--- src/rtl/mux_nx1_rr_pkg.sv ---
// rtl/mux_nx1_rr_pkg.sv - shared mode encodings and width helper for mux_nx1_rr
package mux_pkg;

  localparam logic MODE_RR    = 1'b0;
  localparam logic MODE_FIXED = 1'b1;

  // A 2-channel mux still needs a 1-bit index, so never return 0.
  function automatic int ch_w(input int n);
    return (n > 2) ? $clog2(n) : 1;
  endfunction

endpackage

--- src/rtl/mux_nx1_rr_if.sv ---
// rtl/mux_nx1_rr_if.sv - input-channel and output-sink handshake bundle for mux_nx1_rr
interface mux_nx1_rr_if
  import mux_pkg::*;
#(
  parameter int N_CH  = 4,
  parameter int WIDTH = 8
) ();

  localparam int CH_W = ch_w(N_CH);

  logic [N_CH-1:0]       in_valid;
  logic [N_CH*WIDTH-1:0] in_data;
  logic [N_CH-1:0]       in_ready;
  logic                  out_valid;
  logic [WIDTH-1:0]      out_data;
  logic [CH_W-1:0]       out_ch;
  logic                  out_ready;

  modport slave (
    input  in_valid, in_data, out_ready,
    output in_ready, out_valid, out_data, out_ch
  );

  modport master (
    output in_valid, in_data, out_ready,
    input  in_ready, out_valid, out_data, out_ch
  );

endinterface

--- src/rtl/mux_nx1_rr_pick.sv ---
// rtl/mux_nx1_rr_pick.sv - combinational round-robin picker: rotate requests by ptr, take lowest set bit
module rr_pick
  import mux_pkg::*;
#(
  parameter  int N_CH = 4,
  localparam int CH_W = ch_w(N_CH)
) (
  input  logic [N_CH-1:0] req,
  input  logic [CH_W-1:0] ptr,
  output logic [CH_W-1:0] gnt_idx,
  output logic            gnt_any
);

  logic [2*N_CH-1:0] req2;
  logic [N_CH-1:0]   rot;
  logic [CH_W:0]     sum;

  always_comb begin
    req2    = {req, req};
    rot     = N_CH'(req2 >> ptr);
    gnt_any = |rot;
    sum     = '0;
    // Descending scan so the lowest rotated bit (closest to ptr) wins.
    for (int i = N_CH - 1; i >= 0; i--) begin
      if (rot[i]) begin
        sum = {1'b0, ptr} + (CH_W + 1)'(i);
      end
    end
    if (sum >= (CH_W + 1)'(N_CH)) begin
      sum = sum - (CH_W + 1)'(N_CH);
    end
    gnt_idx = sum[CH_W-1:0];
  end

endmodule

--- src/rtl/mux_nx1_rr.sv ---
// rtl/mux_nx1_rr.sv - registered N:1 stream mux with round-robin or fixed channel select
module mux_nx1_rr
  import mux_pkg::*;
#(
  parameter  int N_CH  = 4,
  parameter  int WIDTH = 8,
  localparam int CH_W  = ch_w(N_CH)
) (
  input  logic            clk,
  input  logic            rst_n,
  input  logic            mode,
  input  logic [CH_W-1:0] sel,
  mux_nx1_rr_if.slave     bus
);

  logic [CH_W-1:0]  ptr_q, ptr_d;
  logic [CH_W-1:0]  ch_q, ch_d;
  logic             valid_q, valid_d;
  logic [WIDTH-1:0] data_q, data_d;

  logic [CH_W-1:0]  pick_idx, gnt_idx;
  logic             pick_any, gnt_any, fixed_ok, reg_free, grant;
  logic [WIDTH-1:0] gnt_data;

  rr_pick #(.N_CH(N_CH)) u_pick (
    .req     (bus.in_valid),
    .ptr     (ptr_q),
    .gnt_idx (pick_idx),
    .gnt_any (pick_any)
  );

  always_comb begin
    fixed_ok = 1'b0;
    gnt_data = '0;
    reg_free = !valid_q || bus.out_ready;
    // Loop compare keeps an out-of-range sel from ever indexing in_valid.
    for (int i = 0; i < N_CH; i++) begin
      if (sel == CH_W'(i)) fixed_ok = bus.in_valid[i];
    end
    if (mode == MODE_FIXED) begin
      gnt_idx = sel;
      gnt_any = fixed_ok;
    end else begin
      gnt_idx = pick_idx;
      gnt_any = pick_any;
    end
    grant = rst_n && reg_free && gnt_any;
    for (int i = 0; i < N_CH; i++) begin
      bus.in_ready[i] = grant && (gnt_idx == CH_W'(i));
      if (gnt_idx == CH_W'(i)) gnt_data = bus.in_data[i*WIDTH +: WIDTH];
    end
  end

  always_comb begin
    ptr_d   = ptr_q;
    valid_d = valid_q;
    data_d  = data_q;
    ch_d    = ch_q;
    if (grant) begin
      valid_d = 1'b1;
      data_d  = gnt_data;
      ch_d    = gnt_idx;
      if (mode == MODE_RR) begin
        ptr_d = (gnt_idx == CH_W'(N_CH - 1)) ? '0 : gnt_idx + 1'b1;
      end
    end else if (bus.out_ready) begin
      valid_d = 1'b0;
    end
  end

  always_ff @(posedge clk or negedge rst_n) begin
    if (!rst_n) begin
      ptr_q   <= '0;
      ch_q    <= '0;
      valid_q <= 1'b0;
      data_q  <= '0;
    end else begin
      ptr_q   <= ptr_d;
      ch_q    <= ch_d;
      valid_q <= valid_d;
      data_q  <= data_d;
    end
  end

  assign bus.out_valid = valid_q;
  assign bus.out_data  = data_q;
  assign bus.out_ch    = ch_q;

endmodule

--- src/flat_wrapper.sv ---
// flat-port wrapper written by rule: the top's interface ports become plain ports
module mux_nx1_rr_flat import mux_pkg::*;
#(
  parameter  int N_CH  = 4,
  parameter  int WIDTH = 8,
  localparam int CH_W  = ch_w(N_CH)
)
  (clk, rst_n, mode, sel, bus_in_valid, bus_in_data, bus_out_ready, bus_in_ready, bus_out_valid, bus_out_data, bus_out_ch);
  mux_nx1_rr_if #(.N_CH(N_CH), .WIDTH(WIDTH)) bus_i ();
  input  logic clk;
  input  logic rst_n;
  input  logic mode;
  input  logic [CH_W-1:0] sel;
  input wire logic [$bits(bus_i.in_valid)-1:0] bus_in_valid;
  input wire logic [$bits(bus_i.in_data)-1:0] bus_in_data;
  input wire logic [$bits(bus_i.out_ready)-1:0] bus_out_ready;
  output wire logic [$bits(bus_i.in_ready)-1:0] bus_in_ready;
  output wire logic [$bits(bus_i.out_valid)-1:0] bus_out_valid;
  output wire logic [$bits(bus_i.out_data)-1:0] bus_out_data;
  output wire logic [$bits(bus_i.out_ch)-1:0] bus_out_ch;
  assign bus_i.in_valid = bus_in_valid;
  assign bus_i.in_data = bus_in_data;
  assign bus_i.out_ready = bus_out_ready;
  assign bus_in_ready = bus_i.in_ready;
  assign bus_out_valid = bus_i.out_valid;
  assign bus_out_data = bus_i.out_data;
  assign bus_out_ch = bus_i.out_ch;
  mux_nx1_rr #(.N_CH(N_CH), .WIDTH(WIDTH)) u_core (.clk(clk), .rst_n(rst_n), .mode(mode), .sel(sel), .bus(bus_i));
endmodule
--- config.mk ---
export PLATFORM = sky130hd
export DESIGN_NAME = mux_nx1_rr_flat
export DESIGN_NICKNAME = d
export VERILOG_FILES = /design/src/rtl/mux_nx1_rr_pkg.sv /design/src/rtl/mux_nx1_rr_if.sv /design/src/rtl/mux_nx1_rr_pick.sv /design/src/rtl/mux_nx1_rr.sv /design/src/flat_wrapper.sv
export SDC_FILE = /design/constraint.sdc
export NUM_CORES = 1
export LEC_CHECK = 0
export CAP_MARGIN = 20
export CORE_ASPECT_RATIO = 1.75
export CORE_UTILIZATION = 45
export CTS_BUF_LIST = sky130_fd_sc_hd__clkbuf_4 sky130_fd_sc_hd__clkbuf_8 sky130_fd_sc_hd__clkbuf_16
export CTS_CLUSTER_SIZE = 8
export DETAILED_ROUTE_END_ITERATION = 8
export DONT_BUFFER_PORTS = 1
export HOLD_SLACK_MARGIN = 0.15
export SETUP_SLACK_MARGIN = 0.02
export SLEW_MARGIN = 25
export SYNTH_ARGS = -nofsm -noshare
export SYNTH_HDL_FRONTEND = slang
export SYNTH_SLANG_ARGS = --single-unit
--- constraint.sdc ---
create_clock -name clk -period 3.45 [get_ports clk]
set_input_delay 0.5175 -clock clk [delete_from_list [all_inputs] [get_ports clk]]
set_output_delay 0.5175 -clock clk [all_outputs]
set_load 0.01 [all_outputs]
==> run metrics, run 1 <==
Fin Hold WS 0.458 ns; area leader, netlist dfrtp_1; delay of the slowest cell on the worst path ~0.62 ns; Critical Path AT between 2 and 3 ns; Hold WC Path Type primary input to flop; DIE WIDTH between 30 and 40 µm; synth warn 0; r2r setup slk roughly 0.62 ns; slowest CP cell a2111oi_0; outcome finished clean; Final Cycle Share roughly nine tenths; H-tree levels 1; routed vias/inst roughly 6.4; max cap viols 0; first-pass GRT wire length ~3.9 mm; Root Buffer clkbuf_4; Routed wire per std cell ~19 µm; Final Hold Fails 0; Seq pwr share around 43%; Register Area between 300 and 400 µm²; Clock Skew 0.00619 ns; Die Ht 65.8 µm; DRT Wirelength 2.60 mm; CP Data Required Time slightly below 3 ns; initial antenna violation count 0; P_int 0.443 mW; ranking of synthesized cells by area dfrtp_1, mux2_4, a221oi_1; drt drc 0; Top FF cell, synth dfrtp_1; clock buffer count from CTS 3; worst setup path category flop to output pin; vias in the first global route about 850; Hold Path Sink u_core.bus.out_valid; Logic pwr share a little over two fifths; Crit path max-delay family compound AO/OA/AOI/OAI gates; io pins between 50 and 60; register area share after synthesis just over 30%; final core occ about half; peak supply drop approximately 0.00034 V; power density over the cells roughly 640 mW/mm²; Setup TNS 0 ns; crit-path cells a21boi_0 -> o21bai_1 -> a2111oi_0 -> nand2b_1 -> ha_1 -> and3_1; RSZ-0062 raised after global routing no; end of the worst register-to-register path u_core.bus.out_data[1]; grt total ovfl 0; via count 871; LEAKAGE between 0.4 and 0.5 nW; hold path startpoint bus_out_ready; max-slew violations 0; Routed Antenna Nets 0; total global routing track utilization a little over a fifth; Area Growth Syn to Fin 6.33%; hpwl dp roughly 2 mm; Final min period about 3.0 ns; r2r worst-path depth 9; FF+latch count, synth 13; PostCTS Resize Cnt 0; Clock power frac between 10% and 20%; Row Count 22; Distinct cells, synth 30; Worst-path clk slew approximately 0.090 ns; Finished Layout Cells 136; clk sinks 13; max frequency about 330 MHz; Worst Tran Pin Value roughly 0.69 ns; syn avg cell area just under 10 µm²; WHS Path Cells 2; Max Buffers Root-to-Sink 2; starting density of the core 48.8%; sw frac between 30% and 40%; most frequent cell after synthesis nand2_1; Critical Path Fanout Max 8; Yosys top cell area share a little under a third; worst reg2reg startpoint u_core.ptr_q[1]; 1st-iter DRT viols 16; CP Buf/Inv Count 0; Cells after DPL approximately 130; multi-input logic area 684 µm²; final-layout fill cell count about 210; Critical Path Start Type flop; P_sw 0.275 mW; fraction of registers with async set/reset between 90% and 100%; CTS tree done; CP Capture Type output pin; layout cells sized above 1 17.9%; routability congestion estimate about 0.75; Mapped Area between 0.001 and 0.0015 mm²; commonest cells in the netlist nand2_1, dfrtp_1, mux2_4; Antenna Cells 0; slew margin rel. 52.5%; buffers added on ports 0; final setup fails 0; syn nets 155; Clk Latency, worst-skew pair ~0.28 ns; final net count between 150 and 200; CORE AREA between 0.002 and 0.0025 mm²; pin count of the biggest net entering global routing 18; EDFF count, synth 0; drt first pass iters 4; die area between 0.002 and 0.003 mm²; gate count of the mapped netlist about 110
-- final cells by class --
class                      instances  area share (%)
timing repair buffer               4            2.92
inverter                           3            1.01
clock buffer                       4            2.70
multi-input combinational         88            61.5
sequential                        13            29.2
tap                               24            2.70
-- registers in the layout, indices dropped and copies added, names as in the netlist --
signal	cells
u_core.ptr_q	2
u_core.bus.out_ch	2
u_core.bus.out_data	8
u_core.bus.out_valid	1
-- power by group through the flow --
stage | registers [mW] | logic, mW | clock network, mW
floorplan | 0.293 | 0.253 | 0
global placement | 0.312 | 0.294 | 0
detailed placement | 0.312 | 0.301 | 0
CTS | 0.310 | 0.307 | 0.105
global route | 0.319 | 0.335 | 0.117
finish | 0.310 | 0.303 | 0.105
-- routing by layer --
metal	global-route usage (%)	routed length (µm)	up-vias
met1	20.3	897	415
met2	41.1	1470	37
met3	5.39	175	6
met5	0	0	-
met4	10.8	55	0
li1	-	-	413
-- repair_timing --
action                                  CTS  global route
hold buffers                              1             0
setup buffers                             0             0
endpoints found under the hold margin    13             0
endpoints found under the setup margin    0             0
-- metrics by stage --
step / setup slack, ns / instance area (µm²) / total power [mW]
floorplan: 0.555 / 1050 / 0.546
global placement: 0.672 / 1070 / 0.607
detailed placement: 0.594 / 1070 / 0.613
CTS: 0.413 / 1110 / 0.722
global route: 0.196 / 1110 / 0.772
finish: 0.407 / 1110 / 0.718
-- logic make-up (layout without fill, tap and decap cells) --
group,after synthesis,in the layout,synth area share [%]
AOI/OAI and AO/OA,31,31,21.4
muxes,12,12,17.9
adders and majority gates,4,4,4.78
buffers and inverters,8,11,3.58
DFF,13,13,31.1
and+or+nand+nor,41,41,21.3
-- worst max path at each step --
| stage | cells after the start | endpoint | start | slack, ns |
|---|---|---|---|---|
| floorplan | 8 | bus_in_ready[3] | bus_in_valid[3] | 0.56 |
| global placement | 9 | u_core.bus.out_data[2] | bus_in_valid[3] | 0.67 |
| detailed placement | 9 | u_core.bus.out_data[1] | bus_in_valid[3] | 0.59 |
| CTS | 6 | bus_in_ready[2] | u_core.ptr_q[1] | 0.41 |
| global route | 6 | bus_in_ready[2] | u_core.ptr_q[1] | 0.20 |
| finish | 6 | bus_in_ready[3] | u_core.ptr_q[1] | 0.41 |
-- placed cells by master (no fill, tap or decap), types with 2 or more instances in the layout --
| cell type | n |
|---|---|
| dfrtp_1 | 13 |
| o21ai_0 | 2 |
| nand3_1 | 2 |
| nand2b_1 | 5 |
| nor2b_1 | 9 |
| o31ai_1 | 8 |
| nor2_1 | 2 |
| a221oi_1 | 7 |
| ha_1 | 4 |
| a21boi_0 | 2 |
| clkbuf_4 | 4 |
| nand2_1 | 14 |
| and3_1 | 4 |
| a21oi_1 | 7 |
| inv_1 | 3 |
| buf_4 | 3 |
| mux2_4 | 10 |
Note: power is estimated with default switching activity, not from simulation.
==> inputs of run 2 (changes only) <==
Settings changed: CORE_ASPECT_RATIO 1.75 to not set, GPL_TIMING_DRIVEN set to 0.
==> run 2 against run 1 <==
Compared with the run above: the run now ends with design-rule violations left; worst setup slack got worse by 0.14 ns; global-route usage fell by 2.7 points; count of clock-buffer cells in the layout did not move; register-to-register slack improved by 0.12 ns; combinational power rose by 1%; highest routed layer unchanged; design area rose by 2.1%.
==> run metrics, run 2 (synthesized netlist as in run 1, its figures left out) <==
CORE AREA 0.00221 mm² (+3.0%); final setup fails 0 (unchanged); CTS tree done; Row Count 17 (-23%); peak supply drop 0.000337 V (-0.81%); most frequent cells in the layout nand2_1, dfrtp_1, mux2_4, nor2b_1, o31ai_1; buffers added on ports 0 (unchanged); worst setup path category flop to output pin; Max Buffers Root-to-Sink 2 (unchanged); Area Growth Syn to Fin 8.60%; total power 0.716 mW (-0.26%); DRT Wirelength 2.38 mm (-8.5%); CP Capture Type output pin; pin count of the biggest net entering global routing 14 (-4); dpl ws 0.0739 ns (-0.520 ns); slew margin rel. 61.1% (+8.6 points); Root Buffer clkbuf_4; H-tree levels 1 (unchanged); 1st-iter DRT viols 19 (+3); max frequency 314 MHz (-4.4%); Clk Latency, worst-skew pair 0.27 ns (about the same); layout cells sized above 1 18.4% (+0.56 points); max-slew violations 0 (unchanged); outcome finished, violations left; first-pass GRT wire length 3.59 mm (-7.1%); drt first pass iters 6 (+2); total global routing track utilization 19.2% (-2.7 points); violated checks design-rule violations; Hold WC Path Type primary input to flop; DIE WIDTH 50.2 µm (+31%); cell area after placement 0.00108 mm² (+0.82%); Die Ht 50.2 µm (-24%); final-layout fill cell count 211 (-0.94%); max cap viols 0 (unchanged); Final min period 3.18 ns (+0.141 ns); power density over the cells 630 mW/mm² (-2.3%); drt drc 2 (+2); grt total ovfl 0 (unchanged); routed vias/inst 5.99 (-6.4%); Largest register FFs 8 (unchanged); hpwl dp 1.78 mm (-13%); starting density of the core 47.3% (-1.4 points); Critical Path Start Type flop; Critical Path AT 2.67 ns (+0.14 ns); vias in the first global route 787 (-7.7%); Routed Antenna Nets 0 (unchanged); Final Cycle Share 92.3% (+4.1 points); routability congestion estimate 0.748 (about the same); RSZ-0062 raised after global routing no; die area 0.00252 mm² (-0.30%); final instance area 0.00114 mm² (+2.1%); io pins 57 (unchanged); Routed wire per std cell 16.7 µm (-12%); Worst Tran Pin Value 0.582 ns (-0.113 ns); CP Data Required Time 2.93 ns (about the same); clock buffer count from CTS 3 (unchanged); Critical Path Fanout Max 10 (+2); Worst-path clk slew 0.08 ns (about the same); Final Hold Fails 0 (unchanged); Fin Hold WS 0.472 ns (+0.0141 ns); via count 851 (-2.3%); most common cell after layout, fill and taps aside nand2_1; final net count 161 (+1.3%); Clock Skew 0.00563 ns (-0.000558 ns); Setup TNS 0 ns (unchanged); initial antenna violation count 0 (unchanged); Antenna Cells 0 (unchanged); clk sinks 13 (unchanged); LEAKAGE 0.494 nW (+1.0%); final worst slack 0.266 ns (-0.141 ns)
[run 2: area by class of cell]
type	count	area [µm²]	share of cell area, %
sequential	13	325	28.6
tap	28	35.0	3.08
inverter	3	11.3	0.990
multi-input combinational	88	698	61.4
buffer	5	27.5	2.42
timing repair buffer	1	10.0	0.880
clock buffer	4	30.0	2.64
[run 2: path summary, 6_finish.rpt]
kind	startpoint	endpoint	slack, ns	cells after the start
hold reg to reg	u_core.bus.out_data[1]	u_core.bus.out_data[1]	0.59	1
hold / removal	mode	u_core.bus.out_ch[0]	0.47	2
max in group asynchronous	rst_n	u_core.bus.out_ch[0]	2.39	1
setup reg to reg	u_core.ptr_q[1]	u_core.bus.out_data[6]	0.74	9
setup / recovery	u_core.ptr_q[1]	bus_in_ready[3]	0.27	8
min in group asynchronous	rst_n	u_core.bus.out_data[3]	0.67	1
[run 2: stage by stage]
stage	cells	util, %
after floorplan	109	-
after global placement	137	48.9
after detailed placement	137	48.9
after CTS	142	51.0
after global routing	142	51.4
final	142	51.4
[run 2: critical path, cell delays in order, from the launching register on]
cell       delay (ns)
dfrtp_1          0.46
a21boi_0         0.20
o21bai_1         0.12
a2111oi_2        0.43
nand2b_1         0.21
ha_1             0.15
buf_1            0.29
clkbuf_2         0.29
and3_1           0.24
[run 2: what timing repair did]
item / CTS / global route
resized for setup: 2 / 3
pin swaps: 0 / 0
buffers inserted: 0 / 0
hold endpoints to repair: 13 / 0
hold buffers: 1 / 0
endpoints found under the setup margin: 1 / 2
[run 2: power by group]
group | switching (mW) | total, mW | internal [mW]
sequential | 0.0861 | 0.306 | 0.220
combinational | 0.138 | 0.307 | 0.169
clock | 0.0500 | 0.103 | 0.0526
[run 2: metal layers]
metal	GRT usage [%]	share of wire, %	routed length (µm)	vias to the layer above
met5	0	0	0	-
met1	24.4	45	1070	397
met4	5.71	0.59	14	0
met3	8.18	7.6	180	2
li1	-	-	-	416
met2	29.3	47	1120	36
